[config.mk]
export PLATFORM = sky130hd
export DESIGN_NAME = pcd_pause_n_sequencer
export DESIGN_NICKNAME = d
export VERILOG_FILES = /design/src/rtl/pcd_pkg.sv /design/src/rtl/pcd_bit_timer.sv /design/src/rtl/pcd_pause_n_sequencer.sv
export SDC_FILE = /design/constraint.sdc
export NUM_CORES = 1
export LEC_CHECK = 0
export BUFFER_PORTS_ARGS = -buffer_cell sky130_fd_sc_hd__clkbuf_2
export CORE_AREA = 2 2 39 41
export CTS_BUF_LIST = sky130_fd_sc_hd__clkbuf_4 sky130_fd_sc_hd__clkbuf_8
export DETAILED_ROUTE_END_ITERATION = 6
export DIE_AREA = 0 0 41 43
export PLACE_DENSITY = 0.79
export SLEW_MARGIN = 5
export SYNTH_ARGS = -nofsm -noshare
export SYNTH_HDL_FRONTEND = slang
export SYNTH_SLANG_ARGS = --single-unit
[constraint.sdc]
create_clock -name clk -period 5.44 [get_ports clk]
set_clock_uncertainty 0.15 [all_clocks]
set_input_delay 1.36 -clock clk [delete_from_list [all_inputs] [get_ports clk]]
set_output_delay 1.36 -clock clk [all_outputs]
set_load 0.01 [all_outputs]
[src/rtl/pcd_pkg.sv]
// Shared types, default timing and the pause-window decode for the PCD pause_n sequencer.
package pcd_pkg;

   typedef enum logic [1:0] {SeqX, SeqY, SeqZ} seq_t;

   typedef enum logic [2:0] {StIdle, StSoc, StData, StEoc0, StEocy} state_t;

   localparam int unsigned DefClksPerBit = 128;
   localparam int unsigned DefPauseLen   = 32;

   // True when the given sequence holds the carrier paused at this point of the bit period.
   function automatic logic pause_low(input seq_t        seq,
                                      input int unsigned cnt,
                                      input int unsigned clks_per_bit,
                                      input int unsigned pause_len);
      logic low;
      low = 1'b0;
      unique case (seq)
         SeqZ:    low = (cnt < pause_len);
         SeqX:    low = (cnt >= clks_per_bit / 2) && (cnt < clks_per_bit / 2 + pause_len);
         default: low = 1'b0;
      endcase
      return low;
   endfunction

endpackage

[src/rtl/pcd_bit_timer.sv]
// Bit-period counter: counts 0..CLKS_PER_BIT-1 and flags the last cycle of each period.
module pcd_bit_timer #(
   parameter  int unsigned CLKS_PER_BIT = 128,
   localparam int unsigned CntW         = $clog2(CLKS_PER_BIT)
) (
   input  logic            clk,
   input  logic            rst_n,
   input  logic            clear,
   output logic [CntW-1:0] cnt,
   output logic            period_end
);

   logic [CntW-1:0] cnt_q, cnt_d;

   assign period_end = (cnt_q == CntW'(CLKS_PER_BIT - 1));
   assign cnt        = cnt_q;

   always_comb begin
      cnt_d = cnt_q + CntW'(1);
      if (clear || period_end) begin
         cnt_d = '0;
      end
   end

   always_ff @(posedge clk or negedge rst_n) begin
      if (!rst_n) begin
         cnt_q <= '0;
      end else begin
         cnt_q <= cnt_d;
      end
   end

endmodule

[src/rtl/pcd_pause_n_sequencer.sv]
// Modified-Miller (ISO 14443A, 106 kbps) encoder driving the PCD pause_n line from frame bits.
module pcd_pause_n_sequencer
   import pcd_pkg::*;
#(
   parameter int unsigned CLKS_PER_BIT = DefClksPerBit,
   parameter int unsigned PAUSE_LEN    = DefPauseLen
) (
   input  logic clk,
   input  logic rst_n,
   input  logic in_valid,
   input  logic in_data,
   input  logic in_last,
   output logic in_ready,
   output logic pcd_pause_n,
   output logic busy,
   output logic underrun
);

   localparam int unsigned CntW = $clog2(CLKS_PER_BIT);

   state_t          state_q, state_d;
   logic            bit_q, bit_d;
   logic            last_q, last_d;
   logic            prev_q, prev_d;
   logic            pause_q, pause_d;
   logic [CntW-1:0] cnt;
   logic            period_end;
   logic            timer_clear;
   seq_t            seq;

   assign timer_clear = (state_q == StIdle);

   pcd_bit_timer #(
      .CLKS_PER_BIT (CLKS_PER_BIT)
   ) u_bit_timer (
      .clk        (clk),
      .rst_n      (rst_n),
      .clear      (timer_clear),
      .cnt        (cnt),
      .period_end (period_end)
   );

   always_comb begin
      state_d  = state_q;
      bit_d    = bit_q;
      last_d   = last_q;
      prev_d   = prev_q;
      in_ready = 1'b0;
      underrun = 1'b0;
      unique case (state_q)
         StIdle: begin
            if (in_valid) begin
               state_d = StSoc;
               prev_d  = 1'b0;
            end
         end
         StSoc: begin
            if (period_end) begin
               in_ready = 1'b1;
               prev_d   = 1'b0;
               if (in_valid) begin
                  bit_d   = in_data;
                  last_d  = in_last;
                  state_d = StData;
               end else begin
                  underrun = 1'b1;
                  state_d  = StEoc0;
               end
            end
         end
         StData: begin
            if (period_end) begin
               prev_d = bit_q;
               if (last_q) begin
                  state_d = StEoc0;
               end else begin
                  in_ready = 1'b1;
                  if (in_valid) begin
                     bit_d   = in_data;
                     last_d  = in_last;
                     state_d = StData;
                  end else begin
                     // Source ran dry mid-frame: close the frame rather than stall the carrier.
                     underrun = 1'b1;
                     state_d  = StEoc0;
                  end
               end
            end
         end
         StEoc0: begin
            if (period_end) begin
               state_d = StEocy;
            end
         end
         StEocy: begin
            if (period_end) begin
               state_d = StIdle;
            end
         end
         default: state_d = StIdle;
      endcase
   end

   // A logic 0 after a logic 1 must be Y so no two pauses sit closer than a half period.
   always_comb begin
      seq = SeqY;
      unique case (state_q)
         StSoc:   seq = SeqZ;
         StData:  seq = bit_q ? SeqX : (prev_q ? SeqY : SeqZ);
         StEoc0:  seq = prev_q ? SeqY : SeqZ;
         default: seq = SeqY;
      endcase
   end

   assign pause_d     = ~pause_low(seq, 32'(cnt), CLKS_PER_BIT, PAUSE_LEN);
   assign pcd_pause_n = pause_q;
   assign busy        = (state_q != StIdle);

   always_ff @(posedge clk or negedge rst_n) begin
      if (!rst_n) begin
         state_q <= StIdle;
         bit_q   <= 1'b0;
         last_q  <= 1'b0;
         prev_q  <= 1'b0;
         pause_q <= 1'b1;
      end else begin
         state_q <= state_d;
         bit_q   <= bit_d;
         last_q  <= last_d;
         prev_q  <= prev_d;
         pause_q <= pause_d;
      end
   end

endmodule

==> summary.txt <==
Outcome
  • Run status: finished, final reports clean

Clocking
  • CTS sink count: 14
  • Clk buf depth: 2
  • Clock Pin Slew Worst Setup and Hold Paths: 0.08 ns
  • CTS tree: done
  • Post-CTS resize count: 0
  • Root Buffer: clkbuf_4
  • Num CTS Buffers: 3
  • # Post-CTS Setup Buffers: 0
  • Clock Latency Late Sink: 0.29 ns
  • # hold bufs at CTS: 0
  • H-tree depth: 1

STA
  • Fmax: 293 MHz
  • Unrepaired setup endpoints after global routing: false
  • Setup slack after layout: 2.03 ns
  • Relative slew slack: 0.645
  • Fin. max-slew vios: 0
  • Hold Vio Cnt, Final: 0
  • Final setup fails: 0
  • Final Cycle Share: 0.628
  • Minimum clock period: 3.41 ns
  • Final hold slack: 0.307 ns
  • Setup TNS: 0 ns
  • Slew @ Worst Pin: 0.529 ns

Critical path
  • Critical path's top delay family: simple AND/OR/NAND/NOR gates
  • WP data arrival: 1.90 ns
  • WP buf/inv: 1
  • CP required: 3.93 ns
  • CP Cell Sequence: ha_1 -> nand3_2 -> nor4_4 -> and2_2 -> nor2b_1 -> clkbuf_2
  • Crit path max fanout: 6
  • Critical path's slowest cell: nor4_4
  • Slowest cell delay on critical path: 0.41 ns
  • Critical Path End Type: output port
  • Crit path kind: reg -> out
  • Crit path launch type: flip-flop

Placement
  • DPL Wire Length: 948 µm
  • Post-Place Cells: 98
  • DP Worst Slack: 2.16 ns
  • Port bufs: 8
  • RePlAce Congestion: 0.819

Worst hold path
  • HP Class: reg -> reg

Drt
  • Initial DRC count: 10
  • Antenna Violating Nets Remaining: 0
  • Vias: 569
  • DRT Pass-1 Iters: 4
  • WL final: 1340 µm
  • Drt wl/cell: 13.1 µm
  • Via density: 5.58
  • Residual DRC count: 0

Floorplanning
  • Initial Utilization: 0.561
  • Die Y: 43 µm
  • I/O pin count: 9
  • Core Footprint: 1380 µm²
  • Die Width: 41 µm
  • Row count: 14
  • Die area: 1760 µm²

Layout
  • # nets final: 93
  • Final Util: 0.616
  • Non-Filler Instances: 102
  • Fillers: 103
  • Area growth, synth to finish: 9.66%
  • Share of cells above drive strength 1: 0.302
  • Antenna Cells: 0

Global routing
  • Initial antenna violation count: 0
  • First-pass GRT wire length: 2200 µm
  • Overall routing resource usage: 0.197
  • Largest net degree at the start of global routing: 15
  • Vias in the first global route: 528
  • Grt total ovfl: 0

Synthesis
  • Sequential element share of the synthesized area: 0.452
  • Syn avg cell area: 10.2 µm²
  • Flops & latches, synth: 14
  • Synth Instances: 76
  • Yosys Warn Count: 0
  • Mapped Area: 777 µm²
  • Synthesized Nets: 82
  • Distinct cells, synth: 37

Power
  • Leakage: 0.357 nW
  • Power Density: 207 nW/µm²
  • Max VDD drop: 0.000165 V

Job
  • # Max-Cap Violations: 0
Yosys cell counts, drive strengths merged:
library cell / count / area share
dfrtp: 13 / 0.42
nor2: 8 / 0.039
nand2: 5 / 0.027
xnor2: 5 / 0.056
and3: 4 / 0.035
inv: 4 / 0.019
nand3: 4 / 0.039
a21oi: 3 / 0.019
o21ai: 3 / 0.019
and2: 2 / 0.018
buf: 2 / 0.019
nand2b: 2 / 0.016
nor2b: 2 / 0.019
a211o: 1 / 0.011
a211oi: 1 / 0.0097
a22oi: 1 / 0.0097
a31o: 1 / 0.011
a32o: 1 / 0.013
and2b: 1 / 0.011
dfstp: 1 / 0.034
ha: 1 / 0.016
mux2: 1 / 0.019
nand4: 1 / 0.0081
nor3: 1 / 0.0064
nor4: 1 / 0.027
o21bai: 1 / 0.0097
o311ai: 1 / 0.011
o31ai: 1 / 0.016
or2b: 1 / 0.0097
or3: 1 / 0.0097
or4: 1 / 0.0097
xor2: 1 / 0.011
power breakdown:
| part | switching (mW) | internal, mW | total [mW] | leakage, nW |
|---|---|---|---|---|
| combinational | 0.00287 | 0.00116 | 0.00402 | 0.177 |
| clock | 0.0347 | 0.0336 | 0.0683 | 0.0184 |
| sequential | 0 | 0.104 | 0.104 | 0.162 |
| total | 0.0376 | 0.139 | 0.176 | 0.357 |
path summary, 6_finish.rpt:
path,from,depth (start not counted),slack [ns],end
hold reg to reg,u_bit_timer.cnt[0]$_DFF_PN0_,1,0.31,u_bit_timer.cnt[0]$_DFF_PN0_
setup / recovery,u_bit_timer.cnt[0]$_DFF_PN0_,6,2.03,underrun
min in group asynchronous,rst_n,1,0.80,prev_q$_DFFE_PN0P_
max in group asynchronous,rst_n,1,4.04,pcd_pause_n$_DFF_PN1_
setup reg to reg,u_bit_timer.cnt[0]$_DFF_PN0_,5,3.63,bit_q$_DFFE_PN0P_
hold / removal,u_bit_timer.cnt[0]$_DFF_PN0_,1,0.31,u_bit_timer.cnt[0]$_DFF_PN0_
state kept, by name, summed over array words and instances, names as in the netlist:
register and flops:
bit_q 1, last_q 1, pcd_pause_n 1, prev_q 1, state_q 3, u_bit_timer.cnt 7
metrics by stage:
stage	power (mW)	area, µm²
finish	0.176	852
global route	0.184	852
CTS	0.178	852
detailed placement	0.110	822
global placement	0.110	822
floorplan	0.106	777
metal layers:
metal / vias up / track usage / wire, µm
met1: 265 / 0.264 / 635
met2: 10 / 0.256 / 596
met5: - / 0 / 0
met4: 0 / 0.160 / 53
li1: 290 / - / -
met3: 4 / 0.0471 / 51
logic make-up (layout without fill, tap and decap cells):
group | after synthesis | in the layout | share of synthesized area
buf+inv | 6 | 16 | 0.0386
flops | 14 | 14 | 0.452
xor+xnor | 6 | 6 | 0.0676
fa+ha+maj | 1 | 1 | 0.0161
mux | 1 | 1 | 0.0193
simple gates | 34 | 34 | 0.275
compound gates | 14 | 14 | 0.130
final cells by class:
cell class	count	area (µm²)	share of cell area
Multi-Input combinational cell	56	395	0.464
Sequential cell	14	352	0.413
Timing Repair Buffer	8	40.0	0.0470
Clock buffer	4	30.0	0.0352
Tap cell	16	20.0	0.0235
Inverter	4	15.0	0.0176
placed cells by master, fill, tap and decap left out, drive strengths merged, types with 2 or more instances in the layout:
cell    synthesis  final
nand2b          2      2
o21ai           3      3
nand3           4      4
dfrtp          13     13
nand2           5      5
clkbuf          0     12
and2            2      2
nor2            8      8
inv             4      4
a21oi           3      3
nor2b           2      2
and3            4      4
xnor2           5      5
Note: power is estimated with default switching activity, not from simulation.
